===== src/rtl/axi_slave_pkg.sv =====
// Shared AXI slave definitions: bus widths, the responder state enum and response/burst encodings.
// Latency: n/a (definitions only).
// Backpressure: n/a.
package axi_slave_pkg;

  localparam int AXI_IDS_BITS  = 8;
  localparam int AXI_ADDR_BITS = 32;
  localparam int AXI_LEN_BITS  = 4;
  localparam int AXI_SIZE_BITS = 3;
  localparam int AXI_DATA_BITS = 32;

  // Common to the read and write responders.
  typedef enum logic [1:0] {
    IDLE = 2'd0,
    DATA = 2'd1,
    RESP = 2'd2
  } state_t;

  localparam logic [1:0] RESP_OKAY   = 2'b00;
  localparam logic [1:0] RESP_SLVERR = 2'b10;
  localparam logic [1:0] RESP_DECERR = 2'b11;

  localparam logic [1:0] BURST_FIXED = 2'b00;
  localparam logic [1:0] BURST_INCR  = 2'b01;

  // Only 4-byte beats match the 32-bit SRAM word.
  localparam logic [AXI_SIZE_BITS-1:0] SIZE_4B = 3'b010;

  // Decode error outranks slave error.
  function automatic logic [1:0] bresp_sel(input logic dec_err, input logic slv_err);
    return dec_err ? RESP_DECERR : (slv_err ? RESP_SLVERR : RESP_OKAY);
  endfunction

endpackage


===== src/rtl/wburst_addr_gen.sv =====
// Write-burst word address / beat counter: loaded on the AW handshake, stepped on each W handshake.
// Latency: outputs are registers; the new address is visible the cycle after the beat.
// Backpressure: none; advances only when the parent reports a W handshake.
// Ports: clk/rst (async active-low); i_load + i_addr/i_len/i_burst from AW; i_adv per W beat;
//        o_addr = current SRAM word address, o_last_exp = this beat is beat AWLEN,
//        o_past_len = beats beyond AWLEN are now arriving.
module wburst_addr_gen
  import axi_slave_pkg::*;
#(
  parameter int SRAM_ADDR_BITS = 14
) (
  input  logic                      clk,
  input  logic                      rst,
  input  logic                      i_load,
  input  logic [SRAM_ADDR_BITS-1:0] i_addr,
  input  logic [AXI_LEN_BITS-1:0]   i_len,
  input  logic [1:0]                i_burst,
  input  logic                      i_adv,
  output logic [SRAM_ADDR_BITS-1:0] o_addr,
  output logic                      o_last_exp,
  output logic                      o_past_len
);

  logic [SRAM_ADDR_BITS-1:0] r_addr;
  logic [AXI_LEN_BITS-1:0]   r_cnt;
  logic [AXI_LEN_BITS-1:0]   r_len;
  logic                      r_fixed;
  logic                      r_past;

  always_ff @(posedge clk or negedge rst) begin
    if (!rst) begin
      r_addr  <= '0;
      r_cnt   <= '0;
      r_len   <= '0;
      r_fixed <= 1'b0;
      r_past  <= 1'b0;
    end else if (i_load) begin
      r_addr  <= i_addr;
      r_cnt   <= '0;
      r_len   <= i_len;
      r_fixed <= (i_burst == BURST_FIXED);  // reserved encodings behave as INCR
      r_past  <= 1'b0;
    end else if (i_adv) begin
      if (!r_fixed) r_addr <= r_addr + 1'b1;  // wraps at 2^SRAM_ADDR_BITS
      if (r_cnt != '1) r_cnt <= r_cnt + 1'b1;
      // Sticky: the counter saturates, so it alone cannot tell overrun beats apart.
      if (o_last_exp) r_past <= 1'b1;
    end
  end

  assign o_addr     = r_addr;
  assign o_last_exp = (r_cnt == r_len) && !r_past;
  assign o_past_len = r_past;

endmodule


===== src/rtl/slave_write.sv =====
// AXI write responder for one SRAM slave: one AW burst, W beats straight to the SRAM port, one B.
// Latency: SRAM write combinational in the W handshake cycle; BVALID the cycle after the WLAST beat.
// Backpressure: AWREADY only in IDLE, WREADY only in DATA; B held stable until BREADY.
// Ports: AW*/W*/B* AXI write channels; CS/WEB(active-low)/A/DI SRAM word port; slave_id = region tag.
// Optional: define SLAVE_WRITE_DECERR_EN to reject bursts outside {8'h00, slave_id} with DECERR.
module slave_write
  import axi_slave_pkg::*;
#(
  parameter int SRAM_ADDR_BITS = 14
) (
  input  logic                      clk,
  input  logic                      rst,
  input  logic [AXI_IDS_BITS-1:0]   AWID,
  input  logic [AXI_ADDR_BITS-1:0]  AWADDR,
  input  logic [AXI_LEN_BITS-1:0]   AWLEN,
  input  logic [AXI_SIZE_BITS-1:0]  AWSIZE,
  input  logic [1:0]                AWBURST,
  input  logic                      AWVALID,
  output logic                      AWREADY,
  input  logic [AXI_DATA_BITS-1:0]  WDATA,
  input  logic [3:0]                WSTRB,
  input  logic                      WLAST,
  input  logic                      WVALID,
  output logic                      WREADY,
  output logic [AXI_IDS_BITS-1:0]   BID,
  output logic [1:0]                BRESP,
  output logic                      BVALID,
  input  logic                      BREADY,
  output logic                      CS,
  output logic [3:0]                WEB,
  output logic [SRAM_ADDR_BITS-1:0] A,
  output logic [31:0]               DI,
  input  logic [7:0]                slave_id
);

  state_t r_state, w_next;
  logic   r_out_en;    // holds AWREADY low until the first edge after reset release
  logic   r_size_err, r_slv_err, r_dec_err;
  logic [AXI_IDS_BITS-1:0] r_bid;

  logic w_aw_hs, w_w_hs, w_we, w_last_exp, w_past_len, w_dec_hit;
  logic [SRAM_ADDR_BITS-1:0] w_addr;
  logic w_unused_bits;

  assign w_aw_hs = AWVALID && AWREADY;
  assign w_w_hs  = WVALID && WREADY;

`ifdef SLAVE_WRITE_DECERR_EN
  assign w_dec_hit = (AWADDR[31:16] != {8'h00, slave_id});
`else
  assign w_dec_hit = 1'b0;
`endif

  // Byte-offset bits and region bits not used for the SRAM word address.
  assign w_unused_bits = ^{AWADDR[1:0], AWADDR[AXI_ADDR_BITS-1:SRAM_ADDR_BITS+2], slave_id};

  wburst_addr_gen #(.SRAM_ADDR_BITS(SRAM_ADDR_BITS)) u_addr_gen (
    .clk       (clk),
    .rst       (rst),
    .i_load    (w_aw_hs),
    .i_addr    (AWADDR[SRAM_ADDR_BITS+1:2]),
    .i_len     (AWLEN),
    .i_burst   (AWBURST),
    .i_adv     (w_w_hs),
    .o_addr    (w_addr),
    .o_last_exp(w_last_exp),
    .o_past_len(w_past_len)
  );

  always_ff @(posedge clk or negedge rst) begin
    if (!rst) begin
      r_state  <= IDLE;
      r_out_en <= 1'b0;
    end else begin
      r_state  <= w_next;
      r_out_en <= 1'b1;
    end
  end

  always_comb begin
    w_next = r_state;
    case (r_state)
      IDLE:    if (w_aw_hs) w_next = DATA;
      DATA:    if (w_w_hs && WLAST) w_next = RESP;
      RESP:    if (BREADY) w_next = IDLE;
      default: w_next = IDLE;
    endcase
  end

  always_comb begin
    AWREADY = 1'b0;
    WREADY  = 1'b0;
    CS      = 1'b0;
    BVALID  = 1'b0;
    case (r_state)
      IDLE:    AWREADY = r_out_en;
      DATA:    begin WREADY = 1'b1; CS = 1'b1; end
      RESP:    BVALID = 1'b1;
      default: ;
    endcase
  end

  always_ff @(posedge clk or negedge rst) begin
    if (!rst) begin
      r_bid      <= '0;
      r_size_err <= 1'b0;
      r_slv_err  <= 1'b0;
      r_dec_err  <= 1'b0;
    end else if (w_aw_hs) begin
      r_bid      <= AWID;
      r_size_err <= (AWSIZE != SIZE_4B);
      r_slv_err  <= 1'b0;
      r_dec_err  <= w_dec_hit;
    end else if (w_w_hs && WLAST && !w_last_exp) begin
      r_slv_err  <= 1'b1;  // WLAST arrived on a beat other than AWLEN
    end
  end

  // Bad-size, decode-error and overrun beats are still accepted, just not written.
  assign w_we  = w_w_hs && !r_size_err && !r_dec_err && !w_past_len;
  assign WEB   = w_we ? ~WSTRB : 4'hF;
  assign DI    = w_w_hs ? WDATA : '0;
  assign A     = w_addr;
  assign BID   = r_bid;
  assign BRESP = BVALID ? bresp_sel(r_dec_err, r_slv_err || r_size_err) : RESP_OKAY;

endmodule


===== config.mk =====
export PLATFORM = sky130hd
export DESIGN_NAME = slave_write
export DESIGN_NICKNAME = d
export VERILOG_FILES = /design/src/rtl/axi_slave_pkg.sv /design/src/rtl/wburst_addr_gen.sv /design/src/rtl/slave_write.sv
export SDC_FILE = /design/constraint.sdc
export NUM_CORES = 1
export LEC_CHECK = 0
export CORE_ASPECT_RATIO = 0.75
export CORE_MARGIN = 3
export CORE_UTILIZATION = 36
export CTS_BUF_LIST = sky130_fd_sc_hd__clkbuf_16
export CTS_CLUSTER_DIAMETER = 150
export CTS_CLUSTER_SIZE = 40
export DETAILED_ROUTE_END_ITERATION = 8
export PLACE_DENSITY = 0.87
export SYNTH_ARGS = -nofsm -noshare
export SYNTH_HDL_FRONTEND = slang
export SYNTH_SLANG_ARGS = --single-unit
export TNS_END_PERCENT = 5

===== constraint.sdc =====
create_clock -name clk -period 4.3 [get_ports clk]
set_input_delay 0.86 -clock clk [delete_from_list [all_inputs] [get_ports clk]]
set_output_delay 0.86 -clock clk [all_outputs]
set_load 0.02 [all_outputs]

==> impl_metrics.toml <==
[status]
status = "finished, final reports clean"

[layout]
final_cell_count_no_fill = 414
drive_above_1_share_pct = 10.0
antenna_cells = 0
final_util_pct = 66.6
nFillCells = 429
layout.nets = 439
area_growth_pct = 76.3

[logic_synthesis]
synth.distinct_cells = 34
synth_seq_area_share_pct = 45.3
yosysWarnings = 0
synthesis.nets = 308
syn_inst = 207
ys_ff_latch = 37
synthesis.area_um2 = 2040
syn_area_per_cell_um2 = 9.88

[sta]
rsz0062_at_grt = "false"
timing.fmax_ghz = 0.280
worstMarginPinSlew_ps = 816
min_period_ps = 3580
fin_crit_sh_pct = 83.2
setup_viol = 0
fin_skew_ps = 6.09
slew_viol_final = 0
timing.setup.tns_ps = 0
finalHoldViolCount = 0
relSlewSlack_pct = 45.6

[routing]
firstDrtPassIters = 3
top_layer_used = "met4"
wire_per_inst_um = 13.8
first_iter_violations = 48
drc = 0
vias = 1862
ant_nets = 0
met3_wirelength_um = 331
wl_met2_um = 2840
routed_wl_um = 5730
met1_length_um = 2500
avgViaCountPerCell = 4.50

[worst_setup_path]
crit_top_cell = "clkdlybuf4s50_1"
crit_fanout = 37
worstSetupPathType = "in2out"
cp-end-kind = "output pin"
crit_arrival_ps = 2720
start_kind = "primary input"
cp.required_ps = 3440
path_cells = "clkdlybuf4s50_1 > and3b_2 > and2_1 > clkdlybuf4s50_1"
critPathSlowestCell = "clkdlybuf4s50_1"
cpPeakStageDelay_ps = 600

[clock_network]
cts_tree = "yes"
clkLatencyLatePin_ps = 280
post_cts_buffers = 0
ctsResizeCount = 0
clk_pin_slew_worst_paths_ps = 60
htreeDepth = 2
cts.sinks = 37
hold_buffers = 0
root_buffer = "clkbuf_16"
cts_made_buffers = 5
clockBufferDepth = 2

[placed_design]
place.gp.congestion = 0.725
place_hpwl_um = 4570
placedCellCount = 406
io_buffers = 135

[power_and_ir_drop]
power_density_nw_per_um2 = 595
leakagePower_nw = 1.46
ir_drop_uv = 325

[grt]
antenna_found_initial = 0
grt_pass1_vias = 1870
grt.overflow.total = 0
grt_max_degree = 38
grt_usage_pct = 16.8
grt_pass1_wl_um = 8920

[flow_run]
cap_violations = 0

[die]
boundaryPins = 163
fp.dieH_um = 71.3
num_rows = 23
dieArea_um2 = 6630
die_w_um = 93.0
start_util_pct = 37.8
core-area_um2 = 5410

[hold_path]
hold_path.class = "reg2reg"
## metal layers
metal / vias to the layer above / GRT usage (%)
li1: 934 / -
met1: 878 / 21.3
met2: 42 / 28.1
met3: 8 / 5.67
met4: 0 / 3.58
met5: - / 0
## cell families after synthesis
group,count (synthesis),share of synthesized area [%]
AND/OR/NAND/NOR,97,26.5
XOR/XNOR,20,8.57
multiplexers,16,8.75
buffers and inverters,15,4.59
adder cells (fa/ha/maj),2,1.22
AO/OA/AOI/OAI,18,4.71
flip-flops,37,45.3
other,2,0.367
## Yosys cell counts, drive strengths merged
| library cell | n | area share [%] |
|---|---|---|
| nor3b | 2 | 0.98 |
| or2b | 1 | 0.37 |
| nand4 | 3 | 1.2 |
| and4bb | 1 | 0.80 |
| o21ai | 13 | 3.2 |
| nand3 | 10 | 2.9 |
| a21o | 1 | 0.37 |
| and3 | 2 | 0.61 |
| buf | 9 | 3.5 |
| nor2 | 11 | 2.0 |
| clkbuf | 4 | 0.73 |
| mux2 | 15 | 8.3 |
| nor3 | 4 | 1.2 |
| dfrtp | 37 | 45 |
| xor2 | 11 | 4.7 |
| conb | 2 | 0.37 |
| ha | 2 | 1.2 |
| mux2i | 1 | 0.49 |
| and3b | 1 | 0.49 |
| a2bb2oi | 1 | 0.43 |
| xnor2 | 9 | 3.9 |
| and2b | 1 | 0.37 |
| nand2 | 27 | 5.1 |
| a21oi | 3 | 0.73 |
| inv | 2 | 0.37 |
| and2 | 34 | 10 |
## cell usage in the layout (no fill, tap or decap), types with 2 or more instances in the layout
cell	count
clkdlybuf4s50_1	134
dfrtp_1	37
and2_1	34
nand2_1	26
mux2_2	15
nor2_1	11
xor2_1	11
xnor2_1	9
nand3_1	8
o21ai_1	8
o21ai_0	5
clkbuf_16	5
nor3_1	3
a21oi_1	3
inv_1	2
and3_1	2
nand4_1	2
nand3_2	2
ha_1	2
conb_1	2
bufinv_16	2
buf_4	2
## final timing paths
check	start	to	slack (ps)	cells past startpoint
max in group asynchronous	rst	u_addr_gen.r_cnt[3]$_DFFE_PN0P_	3110	1
hold reg to reg	u_addr_gen.r_fixed$_DFFE_PN0P_	u_addr_gen.r_fixed$_DFFE_PN0P_	500	1
hold / removal	u_addr_gen.r_fixed$_DFFE_PN0P_	u_addr_gen.r_fixed$_DFFE_PN0P_	500	1
min in group asynchronous	rst	u_addr_gen.o_addr[7]$_DFFE_PN0P_	670	1
setup reg to reg	r_state[1]$_DFFE_PN0P_	u_addr_gen.o_addr[12]$_DFFE_PN0P_	2620	5
setup / recovery	WVALID	DI[1]	720	4
## area by class of cell
type                    instances  area, um2  share of cell area (%)
well taps                      75       93.8                    2.60
clock buffers                   5        125                    3.47
clock inverters                 3       65.1                    1.81
inverters                       2       7.51                   0.208
flip-flops and latches         37        926                    25.7
repair buffers                137       1360                    37.8
multi-input cells             155       1020                    28.4
## power breakdown
group,internal [mW],total [mW],leakage [nW],switching (mW)
Sequential,0.509,0.654,0.453,0.145
Clock,0.331,0.470,0.0938,0.139
Combinational,0.544,1.02,0.910,0.475
Total,1.38,2.14,1.46,0.759
## stage by stage
stage,hold slack (ps),power [mW],setup WS (ps),area (um2)
6_report,503,2.14,723,3600
5_1_grt,523,2.27,586,3600
4_1_cts,509,2.17,701,3600
3_5_place_dp,496,1.69,706,3410
3_3_place_gp,486,1.66,725,3410
2_1_floorplan,473,1.21,1810,2040
## sequential cells by signal, indices dropped and copies added, names as in the netlist
register / cells
r_state: 2
r_size_err: 1
u_addr_gen.r_len: 4
u_addr_gen.r_fixed: 1
u_addr_gen.r_cnt: 4
u_addr_gen.o_addr: 14
r_slv_err: 1
u_addr_gen.o_past_len: 1
BID: 8
r_out_en: 1
## critical path: cells and delay by family
family / cells / cell delay, ps
buf+inv: 2 / 1110
simple gates: 2 / 730
No activity file was read; power rests on OpenSTA's default activity.
==> edit, RTL diff (same flow settings) <==
`SRAM_ADDR_BITS` is set to 14 in 2 places; all go to 13.
--- a/src/rtl/wburst_addr_gen.sv
+++ b/src/rtl/wburst_addr_gen.sv
@@ -7,7 +7,7 @@
 module wburst_addr_gen
   import axi_slave_pkg::*;
 #(
-  parameter int SRAM_ADDR_BITS = 14
+  parameter int SRAM_ADDR_BITS = 13
 ) (
   input  logic                      clk,
   input  logic                      rst,
--- a/src/rtl/slave_write.sv
+++ b/src/rtl/slave_write.sv
@@ -6,7 +6,7 @@
 module slave_write
   import axi_slave_pkg::*;
 #(
-  parameter int SRAM_ADDR_BITS = 14
+  parameter int SRAM_ADDR_BITS = 13
 ) (
   input  logic                      clk,
   input  logic                      rst,
Interface: changed (resized A); port bits go from 163 to 162. The function was not compared with the original's and may differ.
==> edit against the original RTL <==
  * Synthesized area down 2.6%
  * Sequential power shrank 0.9%
  * Wire length up 4.5%
  * Largest cell class unchanged
  * Setup slack got worse by 0.055 ns
  * Cell count increased by 4.6%
  * Sequential cell count decreased by 1
  * Critical path depth up 1
  * Final area is 3.1% lower
  * Largest power group unchanged
  * Total power fell by 8.2%
  * Hold slack lost 0.031 ns
==> edit: results (changes against the original RTL) <==
\begin{tabular}{lr}
\hline
Metric & Value \\
\hline
\multicolumn{2}{l}{\textbf{Outcome}} \\
Result of the run & completed \\
\multicolumn{2}{l}{\textbf{GRT}} \\
Largest net degree at the start of global routing & 39 (+2.6\%) \\
Total Routing Usage GR & 18.3\% (+1.5 points) \\
Vias in the first global route & 2022 (+8.1\%) \\
\multicolumn{2}{l}{\textbf{Setup path}} \\
Data arrival at the endpoint of the critical path & 2.77 ns (+0.05 ns) \\
CP Max Fanout & 7 (-81\%) \\
\multicolumn{2}{l}{\textbf{Clock network}} \\
CTS sink count & 36 (-2.7\%) \\
\multicolumn{2}{l}{\textbf{Placement}} \\
Total half-perimeter wirelength after legalization and detailed placement & 4.59 mm (+0.50\%) \\
Pre-CTS worst setup slack & 0.691 ns (-0.0153 ns) \\
Placer's final routability congestion estimate & 0.782 (+7.9\%) \\
Port Buffer Count & 133 (-1.5\%) \\
\multicolumn{2}{l}{\textbf{Synthesis}} \\
Area contributors post-synth & dfrtp\_1 45\%, nand2\_1 11\%, and2\_1 10\% \\
Most common library cells after synthesis & 58 x nand2\_1, 36 x dfrtp\_1, 33 x and2\_1 \\
\multicolumn{2}{l}{\textbf{Power}} \\
Power in sequential cells & 0.648 mW (-0.9\%) \\
Relative contribution of combinational cells to total power & 49.9\% (+2.4 points) \\
Leak & 1.45 nW (-0.36\%) \\
Overall power & 1.97 mW (-8.2\%) \\
Largest vdd supply drop & 0.326 mV (+0.40\%) \\
\multicolumn{2}{l}{\textbf{Finish}} \\
Total area of multi-input combinational cells & 1020 um\^{}2 (-0.73\%) \\
Nets@finish & 461 (+5.0\%) \\
Share of cells above drive strength 1 & 3.60\% (-6.4 points) \\
Area used by sequential logic in the layout & 901 um\^{}2 (-2.7\%) \\
\multicolumn{2}{l}{\textbf{Drt}} \\
First-iteration detailed-routing DRC count & 67 (+40\%) \\
Drt first pass iters & 4 (+1) \\
Drt via density & 4.64 (+3.1\%) \\
\hline
\end{tabular}
==> edit: cell count changes in the layout (fill, tap and decap cells not counted), moves of 2 or more <==
cell	delta
nand4_1	+2
nor3_1	+2
nand3_2	-2
clkdlybuf4s50_1	-2
inv_1	+2
o21ai_1	-8
o21ai_0	+6
xor2_1	-4
nand2_1	+32
mux2_2	-15
bufinv_16	-2
nor2_1	+2
==> edit: per-stage QoR <==
stage,cell area [um^2],std cells
6_report,3490,433
5_1_grt,3490,433
4_1_cts,3490,433
3_5_place_dp,3360,425
3_3_place_gp,3360,425
2_1_floorplan,1990,231
==> edit: logic make-up (layout without fill, tap and decap cells) <==
family | count (synthesis) | in the layout | share of synthesized area [%]
and+or+nand+nor | 138 | 138 | 35.7
DFF | 36 | 36 | 45.2
AOI/OAI and AO/OA | 20 | 20 | 5.72
xor gates and xnor gates | 17 | 17 | 7.47
buffers and inverters | 15 | 145 | 3.71
adders and majority gates | 2 | 2 | 1.26
other | 2 | 2 | 0.377
muxes | 1 | 1 | 0.503
==> edit: path summary, 6_finish.rpt <==
path	endpoint	from	cells after the start	slack (ns)
hold / removal	BID[1]	BID[1]	2	0.47
min in group asynchronous	u_addr_gen.o_addr[9]	rst	1	0.67
hold reg to reg	BID[1]	BID[1]	2	0.47
setup / recovery	WEB[2]	WVALID	5	0.67
max in group asynchronous	u_addr_gen.r_cnt[3]	rst	1	3.12
setup reg to reg	r_size_err	r_state[1]	4	2.40
==> edit: critical path, delay by kind of cell <==
family                 cells  cell delay (ns)
buffers and inverters      2             1.05
and+or+nand+nor            3             0.85
==> edit: routing by layer <==
metal	track usage, %	vias up	wire length, um
met1	22.9	936	2630
met3	6.14	0	402
met2	31.3	63	2960
met4	2.31	0	0
li1	-	1009	-
met5	0	-	0
